`config.mk`:
```
export PLATFORM = sky130hd
export DESIGN_NAME = spmmio_fabric
export DESIGN_NICKNAME = d
export VERILOG_FILES = /design/src/rtl/spmmio_pkg.sv /design/src/rtl/spmmio_watchdog.sv /design/src/rtl/spmmio_fabric.sv
export SDC_FILE = /design/constraint.sdc
export NUM_CORES = 1
export LEC_CHECK = 0
export CORE_AREA = 2 2 143 145
export CTS_BUF_LIST = sky130_fd_sc_hd__clkbuf_8 sky130_fd_sc_hd__clkbuf_16
export CTS_CLUSTER_DIAMETER = 30
export DETAILED_ROUTE_END_ITERATION = 8
export DIE_AREA = 0 0 145 147
export PLACE_DENSITY = 0.7
export SLEW_MARGIN = 30
export SYNTH_ARGS = -nofsm -noshare
export SYNTH_HDL_FRONTEND = slang
export SYNTH_SLANG_ARGS = --single-unit
```
`constraint.sdc`:
```
create_clock -name clk -period 7.2 [get_ports clk]
set_input_delay 1.08 -clock clk [delete_from_list [all_inputs] [get_ports clk]]
set_output_delay 1.08 -clock clk [all_outputs]
set_load 0.05 [all_outputs]
```
`src/rtl/spmmio_pkg.sv`:
```
// Shared types and constants for the service-processor MMIO fabric.
// Also provides the status-slot word packing used by the fabric.
package spmmio_pkg;

    typedef enum logic [1:0] {
        ST_IDLE = 2'd0,
        ST_WAIT = 2'd1,
        ST_RESP = 2'd2
    } spmmio_state_e;

    localparam int SPMMIO_SLOT_W = 8;
    localparam logic [SPMMIO_SLOT_W-1:0] SPMMIO_STATUS_SLOT = 8'hFF;
    localparam logic [31:0] SPMMIO_ERR_DATA = 32'hFFFF_FFFF;

    function automatic logic [31:0] spmmio_status_word(
        input logic [15:0]              timeouts,
        input logic [SPMMIO_SLOT_W-1:0] last_slot,
        input logic                     unmapped,
        input logic                     timed_out
    );
        return {timeouts, last_slot, 6'b00_0000, unmapped, timed_out};
    endfunction

endpackage

```
`src/rtl/spmmio_watchdog.sv`:
```
// Wait-cycle counter for slave-acknowledged slots; flags when the next
// counted cycle would reach the configured limit.
module spmmio_watchdog (
    input  logic        clk,
    input  logic        reset,
    input  logic        clear,
    input  logic        run,
    input  logic [15:0] limit,
    output logic        expired
);

    logic [15:0] count_r;

    // Wait counter: cleared outside WAIT, saturating increment while running.
    always_ff @(posedge clk or posedge reset) begin
        if (reset) begin
            count_r <= 16'd0;
        end else if (clear) begin
            count_r <= 16'd0;
        end else if (run && (count_r != 16'hFFFF)) begin
            count_r <= count_r + 16'd1;
        end else begin
            count_r <= count_r;
        end
    end

    assign expired = (({1'b0, count_r} + 17'd1) >= {1'b0, limit});

endmodule

```
`src/rtl/spmmio_fabric.sv`:
```
// Service-processor MMIO fabric: decodes adr_i[0:7] to a peripheral slot,
// waits for decoder or peripheral acknowledge, and keeps error status.
module spmmio_fabric
    import spmmio_pkg::*;
#(
    parameter int          NUM_SLOTS      = 8,
    parameter logic [15:0] SLAVE_ACK_MASK = 16'h0008,
    parameter int          TIMEOUT        = 255
) (
    input  logic                      clk,
    input  logic                      reset,
    input  logic [0:23]               adr_i,
    input  logic                      stb_i,
    input  logic                      cyc_i,
    input  logic                      we_i,
    input  logic [0:3]                sel_i,
    input  logic [0:31]               dat_i,
    output logic                      ack_o,
    output logic [0:31]               dat_o,
    output logic                      err_o,
    output logic [0:NUM_SLOTS-1]      slot_cs_o,
    input  logic [0:32*NUM_SLOTS-1]   slot_dat_i,
    input  logic [0:NUM_SLOTS-1]      slot_ack_i
);

    localparam logic [SPMMIO_SLOT_W-1:0] NUM_SLOTS_W = SPMMIO_SLOT_W'(NUM_SLOTS);

    spmmio_state_e              state_r;
    logic [SPMMIO_SLOT_W-1:0]   slot_r;
    logic                       ack_r;
    logic                       err_r;
    logic [0:31]                dat_r;
    logic [15:0]                timeouts_r;
    logic [SPMMIO_SLOT_W-1:0]   last_err_slot_r;
    logic                       sticky_unmapped_r;
    logic                       sticky_timeout_r;

    logic [SPMMIO_SLOT_W-1:0]   idx_s;
    logic [SPMMIO_SLOT_W-1:0]   cur_slot_s;
    logic                       mapped_s;
    logic                       cs_en_s;
    logic [0:31]                sel_dat_s;
    logic                       sel_ack_s;
    logic                       sel_slave_s;
    logic                       expired_s;
    logic                       unused_s;

    assign idx_s      = adr_i[0:7];
    assign mapped_s   = (idx_s < NUM_SLOTS_W);
    // Once in WAIT the latched slot governs, whatever the address does now.
    assign cur_slot_s = (state_r == ST_WAIT) ? slot_r : idx_s;
    assign cs_en_s    = !reset &&
                        (((state_r == ST_IDLE) && cyc_i && stb_i && mapped_s) ||
                         ((state_r == ST_WAIT) && cyc_i));
    assign unused_s   = ^{adr_i[8:23], sel_i, dat_i};

    // Slot select: chip selects plus the addressed slot's data, ack and mask bit.
    always_comb begin
        slot_cs_o   = '0;
        sel_dat_s   = 32'h0000_0000;
        sel_ack_s   = 1'b0;
        sel_slave_s = 1'b0;
        for (int n = 0; n < NUM_SLOTS; n++) begin
            slot_cs_o[n] = cs_en_s && (cur_slot_s == SPMMIO_SLOT_W'(n));
            sel_dat_s    = sel_dat_s |
                           ({32{cur_slot_s == SPMMIO_SLOT_W'(n)}} & slot_dat_i[32*n +: 32]);
            sel_ack_s    = sel_ack_s | (slot_ack_i[n] && (cur_slot_s == SPMMIO_SLOT_W'(n)));
            sel_slave_s  = sel_slave_s | (SLAVE_ACK_MASK[n] && (cur_slot_s == SPMMIO_SLOT_W'(n)));
        end
    end

    spmmio_watchdog u_watchdog (
        .clk     (clk),
        .reset   (reset),
        .clear   (state_r == ST_IDLE),
        .run     (state_r == ST_WAIT),
        .limit   (16'(TIMEOUT)),
        .expired (expired_s)
    );

    // Transaction FSM with registered response and status bookkeeping.
    always_ff @(posedge clk or posedge reset) begin
        if (reset) begin
            state_r           <= ST_IDLE;
            slot_r            <= '0;
            ack_r             <= 1'b0;
            err_r             <= 1'b0;
            dat_r             <= 32'h0000_0000;
            timeouts_r        <= 16'd0;
            last_err_slot_r   <= '0;
            sticky_unmapped_r <= 1'b0;
            sticky_timeout_r  <= 1'b0;
        end else begin
            case (state_r)
                ST_IDLE: begin
                    ack_r <= 1'b0;
                    err_r <= 1'b0;
                    if (cyc_i && stb_i) begin
                        slot_r <= idx_s;
                        if (mapped_s) begin
                            if (!sel_slave_s || sel_ack_s) begin
                                dat_r   <= sel_dat_s;
                                ack_r   <= 1'b1;
                                state_r <= ST_RESP;
                            end else begin
                                state_r <= ST_WAIT;
                            end
                        end else if (idx_s == SPMMIO_STATUS_SLOT) begin
                            dat_r   <= spmmio_status_word(timeouts_r, last_err_slot_r,
                                                          sticky_unmapped_r, sticky_timeout_r);
                            ack_r   <= 1'b1;
                            state_r <= ST_RESP;
                            if (we_i) begin
                                timeouts_r        <= 16'd0;
                                last_err_slot_r   <= '0;
                                sticky_unmapped_r <= 1'b0;
                                sticky_timeout_r  <= 1'b0;
                            end
                        end else begin
                            dat_r             <= 32'h0000_0000;
                            sticky_unmapped_r <= 1'b1;
                            last_err_slot_r   <= idx_s;
                            ack_r             <= 1'b1;
                            state_r           <= ST_RESP;
                        end
                    end
                end
                ST_WAIT: begin
                    if (!cyc_i) begin
                        state_r <= ST_IDLE;
                    end else if (sel_ack_s) begin
                        // A late ack still beats a same-cycle expiry.
                        dat_r   <= sel_dat_s;
                        ack_r   <= 1'b1;
                        state_r <= ST_RESP;
                    end else if (expired_s) begin
                        dat_r            <= SPMMIO_ERR_DATA;
                        ack_r            <= 1'b1;
                        err_r            <= 1'b1;
                        sticky_timeout_r <= 1'b1;
                        last_err_slot_r  <= slot_r;
                        timeouts_r       <= (timeouts_r == 16'hFFFF) ? timeouts_r
                                                                     : timeouts_r + 16'd1;
                        state_r          <= ST_RESP;
                    end
                end
                ST_RESP: begin
                    ack_r   <= 1'b0;
                    err_r   <= 1'b0;
                    state_r <= ST_IDLE;
                end
                default: begin
                    ack_r   <= 1'b0;
                    err_r   <= 1'b0;
                    state_r <= ST_IDLE;
                end
            endcase
        end
    end

    assign ack_o = ack_r;
    assign err_o = err_r;
    assign dat_o = dat_r;

endmodule

```
==> Word-level counts from Yosys, hierarchy flattened <==
Cells that the tools add are included.
{ "totals": {"word_cells": 153, "reg_bits": 86} }
{ "classes": {"n_eq_ne": 24, "reduce_logical": 40, "n_bitwise": 23, "muxes": 51, "addsub": 3, "n_lt_le_gt_ge": 2} }
{ "op_table": {"columns": ["op", "count"], "rows": [
  ["$and A32 B32 Y32", 8],
  ["$mux W32", 7],
  ["$or A32 B32 Y32", 7],
  ["$mux W16", 10],
  ["$mux W8", 8],
  ["$pmux W32 S2", 1],
  ["$add A16 B1 Y16 const B", 2],
  ["$eq A8 B3 Y1 const B", 4],
  ["$pmux W16 S2", 1],
  ["$logic_and A1 B1 Y1", 23],
  ["$ne A2 B2 Y1 const B", 9],
  ["$add A16 B1 Y17 const B", 1],
  ["$ge A17 B8 Y1 const B", 1],
  ["$eq A16 B16 Y1 const B", 1],
  ["$eq A8 B2 Y1 const B", 2],
  ["$ne A16 B16 Y1 const B", 1],
  ["$pmux W8 S2", 1],
  ["$mux W1", 14],
  ["$mux W2", 6],
  ["$ne A3 B3 Y1 const B", 3],
  ["$reduce_and A9 Y1", 1],
  ["$eq A8 B1 Y1 const B", 1],
  ["$eq A8 B8 Y1 const B", 1],
  ["$logic_not A8 Y1", 1],
  ["other kinds (17)", 29]
]} }

==> Longest topological paths before layout <==
{ "depth": {"word_depth": 16, "ltp_mapped": 12, "depth_no_buf": 9} }

==> Hierarchy <==
Synthesis repeated with hierarchy kept, for this count alone.
{ "unflattened": {"cells_unflattened": 856, "hier_area_um2": 7277.0} }
{ "modules_own_cells": {"columns": ["module", "area_each_um2", "cells_each", "n_inst"], "rows": [
  ["spmmio_fabric", 5836.8, 684, 1],
  ["spmmio_watchdog", 1440.1, 172, 1]
]} }

==> Least setup slack after synthesis <==
OpenSTA, ideal clock, no wires.
{ "synth_timing": {"path_type": "input to output", "start": "in reset", "end": "out slot_cs_o[1] in the netlist's numbering", "cell_stages": 3, "slack_ns": 1.146, "arrival_ns": 4.974, "path_buffers": 0, "required_ns": 6.120, "cell_sequence": "inv_1 nand2_1 nor4_1"} }
{ "synth_via": {"elab_chain_len": 3} }
{ "synth_lines": {"columns": ["element", "line_no", "source"], "rows": [
  ["start: declaration", "spmmio_fabric.sv:11", "input logic reset,"],
  ["$logic_not A1 Y1 (no source line)", null, null],
  ["$logic_and A1 B1 Y1", "spmmio_fabric.sv:52", "assign cs_en_s = !reset &&"],
  ["$logic_and A1 B1 Y1", "spmmio_fabric.sv:64", "slot_cs_o[n] = cs_en_s && (cur_slot_s == SPMMIO_SLOT_W'(n));"],
  ["end: declaration", "spmmio_fabric.sv:21", "output logic [0:NUM_SLOTS-1] slot_cs_o,"]
]} }
No other way between the ends.

==> Worst setup path after layout <==
{ "layout_timing": {"start": "reg state_r[0]", "end": "out slot_cs_o[7] in the netlist's numbering"} }
{ "layout_via": {"elab_chain_len": 7, "elab_cells_between_ends": 11} }
{ "layout_lines": {"columns": ["element", "line_no", "source"], "rows": [
  ["start: declaration", "spmmio_fabric.sv:28", "spmmio_state_e state_r;"],
  ["start signal: assignment", "spmmio_fabric.sv:84", "state_r <= ST_IDLE;"],
  ["start signal: assignment", "spmmio_fabric.sv:104", "state_r <= ST_RESP;"],
  ["start signal: assignment", "spmmio_fabric.sv:106", "state_r <= ST_WAIT;"],
  ["branches (longest 6 deep; another with $mux W8)", null, null],
  ["$logic_and A1 B1 Y1 (*)", "spmmio_fabric.sv:64", null]
]} }
Mark *: on every way between the ends.

==> out/qor.csv <==
metric,value,unit
fin_area,9790,sq um
routedWlPerCell,24.9,microns
rrSetupSlack,3.05,ns
drv_cap,0,
hold_viol,0,
num-fill-cells,1864,
clock.fmax,189,MHz
fin_nets,1291,
clock_sinks,86,
viasPerCell,5.81,
dieWidth,145,microns
syn_area,5900,sq um
post_cts_buffers,0,
routed_wl,31200,microns
detail-route-antenna-nets,0,
row_count,52,
pin_count,371,
postCtsHoldBufs,0,
grt_max_degree,55,
worst_pin_slew,0.941,ns
ys_seq_area_share,36.5,%
synth_largest_area_cell,dfrtp_1,
grt_overflow,0,
total_power,1.49,mW
ys_dominant_reg_cell,dfrtp_1,
grt_use_total,28.3,%
gp_congestion,0.925,
synth_top_area_share,36.5,%
numCtsBuffers,9,
peakVddDrop,0.111,mV
min_delay_path_depth,1,
rr_worst_depth,10,
dp_hpwl,24100,microns
hold_class,reg -> reg,
cp-end-kind,output pin,
worst_ep_required_time,6.12,ns
min_period,5.29,ns
r2r-end,dat_o[24]$_DFFE_PP0P_,
cts-resized-gates,0,
max-slew-margin-rel,37.1,%
cp_max_fo,33,
syn_nets,1001,
drt_iter0_markers,844,
fin_crit_sh,73.5,%
pwr-share-seq,37.7,%
h-tree-depth,3,
final.setup.tns,0,ns
combPwrFrac,28.2,%
cp-start-kind,flip-flop,
rsz0062_at_grt,false,
dieArea,21300,sq um
synthCells,669,
setup_viol,0,
leakagePower,3.67,nW
clk_latency,0.35,ns
power.density,152,nW/um^2
switching_power,0.435,mW
p_clk_share,34.1,%
yosys.cell_types.count,54,
status,"finished, final reports clean",
cts_tree,built,
cp.arrival,4.21,ns
clockRootBuffer,clkbuf_16,
synth_edf_count,0,
yosysMostFrequentCell,dfrtp_1,
drc,0,
hp-start,dat_o[29]$_DFFE_PP0P_,
synth_common_cells,"86 x dfrtp_1, 63 x a22oi_1, 61 x nand2_1",
clkSlewWorstSetupHoldPaths,0.06,ns
io_buffer_count,318,
p_sw_share,29.2,%
skew,0.00681,ns
cts.path.max_buffers,2,
vias,7283,
setup_slack,1.91,ns
placed_cell_area,9430,sq um
yosys_warnings,0,
firstDrtPassIters,8,
pre_cts_ws,1.96,ns
crit_type,reg -> out,
slew_viol_final,0,
ys_seq_elements,86,
async_flop_share,100,%
grt_pass1_vias,7049,
regToRegStartpoint,state_r[0]$_DFFE_PP0P_,
grt_pass1_wl,45100,microns
p_int,1.05,mW
avgSynthCellArea,8.82,sq um
layout-drive-gt1-share,6.95,%
synth_area_leaders,"dfrtp_1 36%, a22oi_1 8.0%, a222oi_1 8.0%",
core-area,19800,sq um
area_growth,65.9,%
start_util,29.7,%
die_y,147,microns
holdPathEnd,dat_o[29]$_DFFE_PP0P_,
antenna_found_initial,33,
## sequential cells by signal, indices dropped and copies added, names as in the netlist
register and flops:
last_err_slot_r 8, ack_o 1, u_watchdog.count_r 16, slot_r 8, sticky_timeout_r 1, sticky_unmapped_r 1, dat_o 32, state_r 2
timeouts_r 16, err_o 1
## cells by family (layout without fill, tap and decap cells)
group / Yosys count / in the layout / synth area share (%)
AOI/OAI and AO/OA: 262 / 262 / 34.1
xor gates and xnor gates: 3 / 3 / 0.445
adders and majority gates: 3 / 3 / 0.636
buffers and inverters: 72 / 367 / 5.00
DFF: 86 / 86 / 36.5
muxes: 23 / 23 / 4.28
other: 0 / 19 / 0
and+or+nand+nor: 220 / 220 / 19.1
## per-layer routing
layer  global-route usage (%)  wire [microns]  vias up
li1                         -               -     3306
met1                     34.1           12200     3488
met2                     41.0           13200      386
met3                     17.5            4730       77
met4                     10.2             885       26
met5                        0             181        -
## how the worst max path moves through the flow
stage	slack [ns]	start	to	cells after the start
after global placement	1.98	adr_i[4]	slot_cs_o[0]	9
after CTS	1.96	adr_i[4]	slot_cs_o[0]	9
after floorplan	1.15	reset	slot_cs_o[1]	3
after detailed placement	1.96	adr_i[0]	slot_cs_o[0]	9
after global routing	1.70	state_r[0]$_DFFE_PP0P_	slot_cs_o[7]	8
final	1.91	state_r[0]$_DFFE_PP0P_	slot_cs_o[7]	8
## power groups by stage
stage	logic, mW	clock network, mW	registers, mW
finish	0.420	0.507	0.562
global route	0.438	0.535	0.567
CTS	0.420	0.515	0.561
detailed placement	0.418	0	0.571
global placement	0.411	0	0.568
floorplan	0.0770	0	0.657
## layout by cell type (no fill, tap or decap), types with 8 or more instances in the layout
master	instances
dfrtp_1	86
a21oi_1	19
inv_1	18
o21ai_0	44
o31ai_1	8
clkbuf_16	9
mux2_2	18
nand2_1	61
diode_2	19
and3_1	10
nor3_1	10
or3_1	9
buf_4	12
a22oi_1	63
clkdlybuf4s50_1	318
o22a_1	26
o32a_1	8
a222oi_1	47
and2_1	14
nand4_1	28
nand3_1	27
a22o_1	8
nor2_1	31
## metrics by stage
stage               cells  util [%]  hold WS [ns]
finish               1253      49.3         0.499
global route         1240      49.2         0.523
CTS                  1234      49.1         0.500
detailed placement   1218      47.5         0.486
global placement     1215      47.2         0.481
floorplan             669         -         0.449
## worst max-delay path, cell delays in order (launching register included)
cell	delay, ns
dfrtp_1	0.62
nor2b_2	0.83
mux2_2	0.45
nand2_1	0.30
a21oi_4	0.20
buf_4	0.42
inv_1	0.08
nor2_1	0.11
clkdlybuf4s50_1	0.82
## cell type report
| cell class | instances | area [sq um] | area share [%] |
|---|---|---|---|
| Inverter | 18 | 68.8 | 0.703 |
| Sequential cell | 86 | 2150 | 22.0 |
| Multi-Input combinational cell | 511 | 3540 | 36.1 |
| Antenna cell | 19 | 47.5 | 0.486 |
| Timing Repair Buffer | 333 | 3330 | 34.0 |
| Clock buffer | 9 | 225 | 2.30 |
| Tap cell | 270 | 338 | 3.45 |
| Clock inverter | 7 | 90.1 | 0.920 |
(Power assumes the default switching activity.)
